**src/rtl/xillylite_csr_pkg.sv**
```systemverilog
// Shared constants for the Xillybus-lite accelerator CSR bank: word offsets,
// CTRL/STATUS bit positions, channel stride and channel FSM state type.
package xillylite_csr_pkg;

   // Global registers, as word indices (byte address >> 2)
   localparam int unsigned REG_ID         = 0;
   localparam int unsigned REG_IRQ_STATUS = 1;
   localparam int unsigned REG_IRQ_ENABLE = 2;
   localparam int unsigned REG_BUSY       = 3;

   // Channel window: base 0x100, stride 0x20 (8 words)
   localparam int unsigned CH_BASE_WIDX   = 64;
   localparam int unsigned CH_STRIDE_W    = 8;

   // Word offsets inside a channel window
   localparam int unsigned CH_CTRL        = 0;
   localparam int unsigned CH_STATUS      = 1;
   localparam int unsigned CH_ARG0        = 2;
   localparam int unsigned CH_RESULT      = 6;
   localparam int unsigned CH_PERF        = 7;

   localparam int unsigned CTRL_START     = 0;
   localparam int unsigned CTRL_ABORT     = 1;

   localparam int unsigned STS_DONE       = 1;
   localparam int unsigned STS_TIMEOUT    = 2;
   localparam int unsigned STS_OVERRUN    = 3;

   localparam int unsigned ARG_N          = 4;
   localparam int unsigned ARG_W          = 32;
   localparam int unsigned CH_ARG_W       = ARG_N * ARG_W;

   typedef enum logic {IDLE = 1'b0, RUN = 1'b1} ch_state_t;

endpackage

```
**src/rtl/xillylite_ch_ctrl.sv**
```systemverilog
// One accelerator channel: IDLE/RUN FSM, run timeout, sticky status,
// result capture and optional cycle counter (macro XLITE_PERF_CNT_EN).
// Ports: clk/rst_n; start_wr/abort_wr decoded CTRL writes; done/result from
// the accelerator; start_pulse/abort_pulse to the accelerator; busy, sts_*,
// result_q, perf for readback; irq_evt_c marks a completion or timeout edge.
module xillylite_ch_ctrl
   import xillylite_csr_pkg::*;
#(
   parameter int unsigned TIMEOUT_W = 20
) (
   input  logic        clk,
   input  logic        rst_n,
   input  logic        start_wr,
   input  logic        abort_wr,
   input  logic        done,
   input  logic [31:0] result,
   output logic        start_pulse,
   output logic        abort_pulse,
   output logic        busy,
   output logic        sts_done,
   output logic        sts_timeout,
   output logic        sts_overrun,
   output logic [31:0] result_q,
   output logic [31:0] perf,
   output logic        irq_evt_c
);

   // Counter is zeroed on start; firing when it steps onto all-ones means
   // 2^TIMEOUT_W-1 RUN cycles have elapsed.
   localparam logic [TIMEOUT_W-1:0] TMO_LAST = ~(TIMEOUT_W'(1));

   ch_state_t            state, state_nxt;
   logic [TIMEOUT_W-1:0] tmo_cnt;
   logic                 tmo_hit;
   logic                 acc_start, fin_done, fin_abort, fin_tmo, ovr;

   assign tmo_hit = (tmo_cnt == TMO_LAST);

   // State register
   always_ff @(posedge clk or negedge rst_n) begin
      if (!rst_n) state <= IDLE;
      else        state <= state_nxt;
   end

   // Next state; abort outranks start in IDLE
   always_comb begin
      state_nxt = state;
      case (state)
         IDLE:    if (start_wr && !abort_wr) state_nxt = RUN;
         RUN:     if (done || abort_wr || tmo_hit) state_nxt = IDLE;
         default: state_nxt = IDLE;
      endcase
   end

   // Event decode; priority in RUN is done > abort > timeout
   always_comb begin
      acc_start = 1'b0;
      fin_done  = 1'b0;
      fin_abort = 1'b0;
      fin_tmo   = 1'b0;
      ovr       = 1'b0;
      case (state)
         IDLE: acc_start = start_wr && !abort_wr;
         RUN: begin
            if (done)          fin_done  = 1'b1;
            else if (abort_wr) fin_abort = 1'b1;
            else if (tmo_hit)  fin_tmo   = 1'b1;
            ovr = start_wr && !abort_wr;
         end
         default: ;
      endcase
   end

   assign busy      = (state == RUN);
   assign irq_evt_c = fin_done || fin_tmo;

   // Pulses, timeout counter, sticky status and result capture
   always_ff @(posedge clk or negedge rst_n) begin
      if (!rst_n) begin
         start_pulse <= 1'b0;
         abort_pulse <= 1'b0;
         tmo_cnt     <= '0;
         sts_done    <= 1'b0;
         sts_timeout <= 1'b0;
         sts_overrun <= 1'b0;
         result_q    <= '0;
      end else begin
         start_pulse <= acc_start;
         abort_pulse <= fin_abort || fin_tmo;
         if (acc_start) begin
            tmo_cnt     <= '0;
            sts_done    <= 1'b0;
            sts_timeout <= 1'b0;
            sts_overrun <= 1'b0;
         end else begin
            if (state == RUN) tmo_cnt <= tmo_cnt + TIMEOUT_W'(1);
            if (fin_done) begin
               sts_done <= 1'b1;
               result_q <= result;
            end
            if (fin_tmo) sts_timeout <= 1'b1;
            if (ovr)     sts_overrun <= 1'b1;
         end
      end
   end

`ifdef XLITE_PERF_CNT_EN
   // Saturating RUN-cycle counter, frozen outside RUN
   always_ff @(posedge clk or negedge rst_n) begin
      if (!rst_n)                           perf <= '0;
      else if (acc_start)                   perf <= '0;
      else if (state == RUN && perf != '1)  perf <= perf + 32'(1);
   end
`else
   assign perf = '0;
`endif

endmodule

```
**src/rtl/xillylite_accel_csr.sv**
```systemverilog
// N-channel CSR bank on the Xillybus-lite user interface.
// Ports: bus_clk/bus_rst_n; user_wren/wstrb/rden/addr/wr_data/rd_data/irq
// lite bus; ch_start/ch_abort pulses, ch_arg words, ch_done/ch_result from
// the accelerators. Optional per-channel PERF counter: XLITE_PERF_CNT_EN.
module xillylite_accel_csr
   import xillylite_csr_pkg::*;
#(
   parameter int unsigned NUM_CH    = 4,
   parameter int unsigned TIMEOUT_W = 20,
   parameter logic [31:0] VERSION   = 32'h0001_0000
) (
   input  logic                       bus_clk,
   input  logic                       bus_rst_n,
   input  logic                       user_wren,
   input  logic [3:0]                 user_wstrb,
   input  logic                       user_rden,
   input  logic [31:0]                user_addr,
   input  logic [31:0]                user_wr_data,
   output logic [31:0]                user_rd_data,
   output logic                       user_irq,
   output logic [NUM_CH-1:0]          ch_start,
   output logic [NUM_CH-1:0]          ch_abort,
   output logic [NUM_CH*CH_ARG_W-1:0] ch_arg,
   input  logic [NUM_CH-1:0]          ch_done,
   input  logic [NUM_CH*32-1:0]       ch_result
);

   logic [9:0]        widx_c;
   logic [2:0]        ch_idx_c, reg_c;
   logic              ch_hit_c, glb_hit_c, ctrl_wr_c;
   logic [NUM_CH-1:0] start_wr_c, abort_wr_c, w1c_c;
   logic [ARG_N-1:0]  arg_wr_c [NUM_CH];
   logic [NUM_CH-1:0] irq_status, irq_enable, busy, irq_evt_c;
   logic [NUM_CH-1:0] sts_done, sts_timeout, sts_overrun;
   logic [31:0]       res_q [NUM_CH];
   logic [31:0]       perf  [NUM_CH];
   logic [31:0]       rd_c;
   logic              unused_addr_c;

   assign unused_addr_c = &{1'b0, user_addr[31:12], user_addr[1:0]};

   // Address decode on word index addr[11:2]
   assign widx_c    = user_addr[11:2];
   assign ch_idx_c  = widx_c[5:3];
   assign reg_c     = widx_c[2:0];
   assign glb_hit_c = (widx_c[9:2] == '0);
   assign ch_hit_c  = (widx_c[9:6] == 4'(CH_BASE_WIDX / (CH_STRIDE_W * 8))) &&
                      ({1'b0, ch_idx_c} < 4'(NUM_CH));
   assign ctrl_wr_c = user_wren && user_wstrb[0] && ch_hit_c && (reg_c == 3'(CH_CTRL));
   assign user_irq  = |(irq_status & irq_enable);

   always_comb begin
      start_wr_c = '0;
      abort_wr_c = '0;
      w1c_c      = '0;
      for (int c = 0; c < NUM_CH; c++) begin
         arg_wr_c[c] = '0;
         if (ctrl_wr_c && ch_idx_c == 3'(c)) begin
            start_wr_c[c] = user_wr_data[CTRL_START];
            abort_wr_c[c] = user_wr_data[CTRL_ABORT];
         end
         for (int k = 0; k < ARG_N; k++)
            arg_wr_c[c][k] = user_wren && ch_hit_c && (ch_idx_c == 3'(c)) &&
                             (reg_c == 3'(CH_ARG0 + k));
      end
      if (user_wren && user_wstrb[0] && glb_hit_c && widx_c[1:0] == 2'(REG_IRQ_STATUS))
         w1c_c = user_wr_data[NUM_CH-1:0];
   end

   // Channel controllers
   for (genvar c = 0; c < NUM_CH; c++) begin : g_ch
      xillylite_ch_ctrl #(.TIMEOUT_W(TIMEOUT_W)) u_ch (
         .clk         (bus_clk),
         .rst_n       (bus_rst_n),
         .start_wr    (start_wr_c[c]),
         .abort_wr    (abort_wr_c[c]),
         .done        (ch_done[c]),
         .result      (ch_result[c*32 +: 32]),
         .start_pulse (ch_start[c]),
         .abort_pulse (ch_abort[c]),
         .busy        (busy[c]),
         .sts_done    (sts_done[c]),
         .sts_timeout (sts_timeout[c]),
         .sts_overrun (sts_overrun[c]),
         .result_q    (res_q[c]),
         .perf        (perf[c]),
         .irq_evt_c   (irq_evt_c[c])
      );
   end

   // Byte-enabled ARG storage, also driven straight onto ch_arg
   always_ff @(posedge bus_clk or negedge bus_rst_n) begin
      if (!bus_rst_n) begin
         ch_arg <= '0;
      end else begin
         for (int c = 0; c < NUM_CH; c++)
            for (int k = 0; k < ARG_N; k++)
               for (int b = 0; b < 4; b++)
                  if (arg_wr_c[c][k] && user_wstrb[b])
                     ch_arg[c*CH_ARG_W + k*ARG_W + b*8 +: 8] <= user_wr_data[b*8 +: 8];
      end
   end

   // IRQ registers; a same-cycle set beats the W1C clear
   always_ff @(posedge bus_clk or negedge bus_rst_n) begin
      if (!bus_rst_n) begin
         irq_status <= '0;
         irq_enable <= '0;
      end else begin
         irq_status <= (irq_status & ~w1c_c) | irq_evt_c;
         if (user_wren && user_wstrb[0] && glb_hit_c && widx_c[1:0] == 2'(REG_IRQ_ENABLE))
            irq_enable <= user_wr_data[NUM_CH-1:0];
      end
   end

   // Read mux
   always_comb begin
      rd_c = '0;
      if (glb_hit_c) begin
         case (widx_c[1:0])
            2'(REG_ID):         rd_c = VERSION;
            2'(REG_IRQ_STATUS): rd_c = 32'(irq_status);
            2'(REG_IRQ_ENABLE): rd_c = 32'(irq_enable);
            2'(REG_BUSY):       rd_c = 32'(busy);
            default:            rd_c = '0;
         endcase
      end else if (ch_hit_c) begin
         for (int c = 0; c < NUM_CH; c++) begin
            if (ch_idx_c == 3'(c)) begin
               case (reg_c)
                  3'(CH_STATUS): begin
                     rd_c[STS_DONE]    = sts_done[c];
                     rd_c[STS_TIMEOUT] = sts_timeout[c];
                     rd_c[STS_OVERRUN] = sts_overrun[c];
                  end
                  3'(CH_RESULT): rd_c = res_q[c];
                  3'(CH_PERF):   rd_c = perf[c];
                  default:       ;
               endcase
               for (int k = 0; k < ARG_N; k++)
                  if (reg_c == 3'(CH_ARG0 + k))
                     rd_c = ch_arg[c*CH_ARG_W + k*ARG_W +: ARG_W];
            end
         end
      end
   end

   // Registered read data, held between reads
   always_ff @(posedge bus_clk or negedge bus_rst_n) begin
      if (!bus_rst_n)     user_rd_data <= '0;
      else if (user_rden) user_rd_data <= rd_c;
   end

endmodule

```
**config.mk**
```make
export PLATFORM = sky130hd
export DESIGN_NAME = xillylite_accel_csr
export DESIGN_NICKNAME = d
export VERILOG_FILES = /design/src/rtl/xillylite_csr_pkg.sv /design/src/rtl/xillylite_ch_ctrl.sv /design/src/rtl/xillylite_accel_csr.sv
export SDC_FILE = /design/constraint.sdc
export NUM_CORES = 2
export LEC_CHECK = 0
export BUFFER_PORTS_ARGS = -buffer_cell sky130_fd_sc_hd__buf_2
export CORE_ASPECT_RATIO = 1.5
export CORE_MARGIN = 3
export CORE_UTILIZATION = 30
export CTS_CLUSTER_DIAMETER = 120
export DETAILED_ROUTE_END_ITERATION = 10
export GPL_TIMING_DRIVEN = 0
export PLACE_DENSITY_LB_ADDON = 0.12
export SETUP_SLACK_MARGIN = 0.5
export SKIP_LAST_GASP = 1
export SLEW_MARGIN = 20
export SYNTH_ARGS = -nofsm -noshare
export SYNTH_HDL_FRONTEND = slang
export SYNTH_HIERARCHICAL = 1
export SYNTH_SLANG_ARGS = --single-unit
```
**constraint.sdc**
```tcl
create_clock -name bus_clk -period 1.85 [get_ports bus_clk]
set_input_delay 0.2775 -clock bus_clk [delete_from_list [all_inputs] [get_ports bus_clk]]
set_output_delay 0.2775 -clock bus_clk [all_outputs]
set_load 0.1 [all_outputs]
```
==> impl_metrics.tcl <==
set metrics [dict create \
    fin_hold_ws_ns -0.588 \
    die_y_um 449 \
    rr_startpoint "ch_arg[61]" \
    cpPeakStageDelay_ns 0.53 \
    fin_crit_ns 2.22 \
    period_share_pct 120 \
    routedWlPerCell_um 37.4 \
    cp.required_ns 2.45 \
    synth_area_sq_um 39300 \
    fin_ws_ns -0.373 \
    avgViaCountPerCell 5.56 \
    coreArea_sq_um 130000 \
    cts_tree "done" \
    r2r_end "user_rd_data[29]" \
    yosys.area.top_type_share_pct 49.9 \
    rsz0062_at_grt "yes" \
    path_clk_slew_ns 0.07 \
    p_per_area_nw_per_um2 652 \
    via_count 36685 \
    synthTopCellsByCount "784 x dfrtp_1, 588 x mux2_2, 270 x nand2_1" \
    rows 162 \
    first_iter_violations 3730 \
    violations "negative hold slack, negative setup slack" \
    fin_skew_ns 0.0387 \
    peakVddDrop_mv 0.700 \
    criticalPathCategory "flop to flop" \
    syn_area_per_cell_sq_um 12.0 \
    worstRegToRegCells 6 \
    drc 0 \
    ff2ff_setup_slack_ns -0.37 \
    synth_top_area_cell "dfrtp_1" \
    ys_ff_latch 784 \
    antenna_left 0 \
    syn_inst 3280 \
    run_status "complete, but fails checks" \
    io_pins 757 \
    routed_wl_mm 247 \
    port_buffers 725 \
    cp-start-kind "flop" \
    clkSinkCount 784 \
    relSlewSlack_pct 19.7 \
    die_area_sq_um 135000 \
    critical_path_arrival_ns 2.82 \
    synthArstFlopShare_pct 100 \
    tightest_slew_ns 1.20 \
    p_leak_nw 30.9 \
    cts-htree-levels 3 \
    first_global_vias 34630 \
    crit_slowest_cell "mux4_2" \
    end_kind "flop" \
    start_util_pct 30.2 \
    dr.pass1.iters 5 \
    grtUsageTotal_pct 34.3 \
    yosys_warnings 6 \
    drv_slew 0 \
    path_cells "mux4_2 > a221oi_2 > nor2_1 > a21oi_2 > nor3_1 > a221o_1" \
    cap_violations 0 \
    yosysMostFrequentCell "dfrtp_1" \
    fin_setup_tns_ns -45.20 \
    seq_area_frac_synth_pct 49.9 \
    power.total_mw 42.1 \
    timing.fmax_ghz 0.450 \
    hpwl_mm 176 \
    drive_gt1_share_pct 61.4 \
    synth_area_leaders "dfrtp_1 50%, mux2_2 17%, mux4_2 3.7%, mux2i_1 3.0%, mux2_1 2.8%" \
    cp_max_fo 3 \
    cts_buffers 91 \
    clock_path_buffers 3 \
    clock_latency_ns 0.73 \
    synth-edff-count 0 \
    synthDistinctLibCells 79 \
    area_delta_synth_final_pct 64.3 \
    grt_max_degree 120 \
    hold_violations 158 \
    gp_congestion 0.993 \
    setup_viol_count_final 567 \
    root_buffer "clkbuf_16" \
    ys.flop_type "dfrtp_1" \
    grt_pass1_wl_mm 314 \
    die_x_um 302 \
    nets 4997 \
    grt_antenna_before_repair 18 \
    grt-ovfl-total 0 \
    hold_class "input pin to async pin" \
]
[through the flow]
| stage | area, sq um | instances | hold WS (ns) | util [%] | worst slack (ns) |
|---|---|---|---|---|---|
| floorplan | 40400 | 3404 | -0.0181 | - | -0.773 |
| global placement | 46200 | 5851 | 0.459 | 35.6 | -21.27 |
| detailed placement | 46500 | 5862 | 0.167 | 35.8 | -2.28 |
| CTS | 54800 | 6303 | -0.616 | 42.2 | -0.265 |
| global route | 64600 | 6586 | -0.570 | 49.7 | -0.360 |
| finish | 64600 | 6595 | -0.588 | 49.7 | -0.373 |
[worst max-delay path: cells and delay by family (launching register included)]
| family | cells | cell delay (ns) |
|---|---|---|
| AO/OA/AOI/OAI | 3 | 0.89 |
| multiplexers | 1 | 0.53 |
| flip-flops | 1 | 0.50 |
| AND/OR/NAND/NOR | 2 | 0.19 |
[final cells by class]
type / instances / area [sq um]
Antenna cell: 11 / 27.5
Buffer: 350 / 3570
Clock buffer: 129 / 2620
Clock inverter: 41 / 422
Fill cell: 11576 / 65400
Inverter: 24 / 98.8
Multi-Input combinational cell: 2246 / 21300
Sequential cell: 784 / 20000
Tap cell: 1722 / 2150
Timing Repair Buffer: 1288 / 14400
[worst max path at each step]
stage	from	depth (start not counted)	slack (ns)	to
finish	ch_arg[61]	6	-0.37	user_rd_data[29]
global route	ch_arg[9]	6	-0.36	user_rd_data[9]
CTS	ch_arg[41]	6	-0.26	user_rd_data[9]
detailed placement	user_addr[4]	15	-2.28	g_ch[2].u_ch/tmo_cnt[10]
floorplan	user_addr[9]	13	-0.77	g_ch[1].u_ch/tmo_cnt[10]
global placement	bus_rst_n	1	-21.27	ch_arg[29]
[cells in the final DEF, fill, tap and decap left out, types with 17 or more instances in the layout]
| master | n |
|---|---|
| nor2_1 | 93 |
| clkbuf_16 | 111 |
| buf_4 | 415 |
| mux2_4 | 140 |
| mux2_2 | 539 |
| a22oi_1 | 25 |
| nor3_4 | 21 |
| buf_6 | 97 |
| a221o_1 | 23 |
| a21oi_2 | 17 |
| nand2_1 | 141 |
| a21oi_1 | 101 |
| mux2i_1 | 111 |
| nand2b_1 | 22 |
| nand2_4 | 17 |
| clkbuf_4 | 20 |
| dfrtp_2 | 263 |
| a221oi_1 | 19 |
| nand3_1 | 45 |
| dfrtp_1 | 510 |
| o211ai_1 | 23 |
| clkbuf_1 | 51 |
| dlygate4sd3_1 | 162 |
| o22ai_1 | 32 |
| o21ai_0 | 100 |
| buf_12 | 372 |
| clkbuf_8 | 46 |
| clkinv_2 | 21 |
| buf_8 | 32 |
| mux4_2 | 64 |
| nand4_1 | 21 |
| nand2_8 | 54 |
| clkbuf_2 | 17 |
| conb_1 | 128 |
| o21ai_1 | 22 |
| buf_16 | 33 |
| nand2_2 | 67 |
| o221ai_1 | 17 |
| buf_2 | 403 |
[where the power goes]
group	switching, mW	leakage, nW	internal [mW]
Sequential	0.0853	10.2	17.2
Clock	8.37	1.50	10.8
Combinational	3.70	19.2	1.96
[what timing repair did]
action                                  CTS  global route
endpoints found under the hold margin   464           166
pin swaps                                91            79
resized for setup                       652          2340
cloned                                    5            13
setup endpoints to repair              1715          1811
buffers inserted                        107           263
hold buffers                            159             5
[registers in the layout (all words and copies together) (netlist names)]
name	cells
g_ch.u_ch/sts_overrun	4
g_ch.u_ch/tmo_cnt	80
g_ch.u_ch/sts_timeout	4
irq_status	4
g_ch.u_ch/busy	4
user_rd_data	32
g_ch.u_ch/sts_done	4
g_ch.u_ch/abort_pulse	4
g_ch.u_ch/result_q	128
g_ch.u_ch/start_pulse	4
ch_arg	512
irq_enable	4
[layer usage]
metal  routed length, um  share of wire [%]  global-route usage [%]
met5                  32              0.013                       0
met3               23800                9.7                    10.9
met1               92700                 38                    41.2
met2              110000                 45                    53.4
met4               20200                8.2                    20.8
[cells by family after synthesis]
| family | after synthesis | share of synthesized area, % |
|---|---|---|
| AO/OA/AOI/OAI | 591 | 10.1 |
| XOR/XNOR | 8 | 0.178 |
| adder cells (fa/ha/maj) | 8 | 0.255 |
| buffers and inverters | 374 | 5.08 |
| flip-flops | 784 | 49.9 |
| multiplexers | 870 | 26.4 |
| other | 4 | 0.0382 |
| AND/OR/NAND/NOR | 641 | 7.99 |
Power figures use the tool's default switching activity.
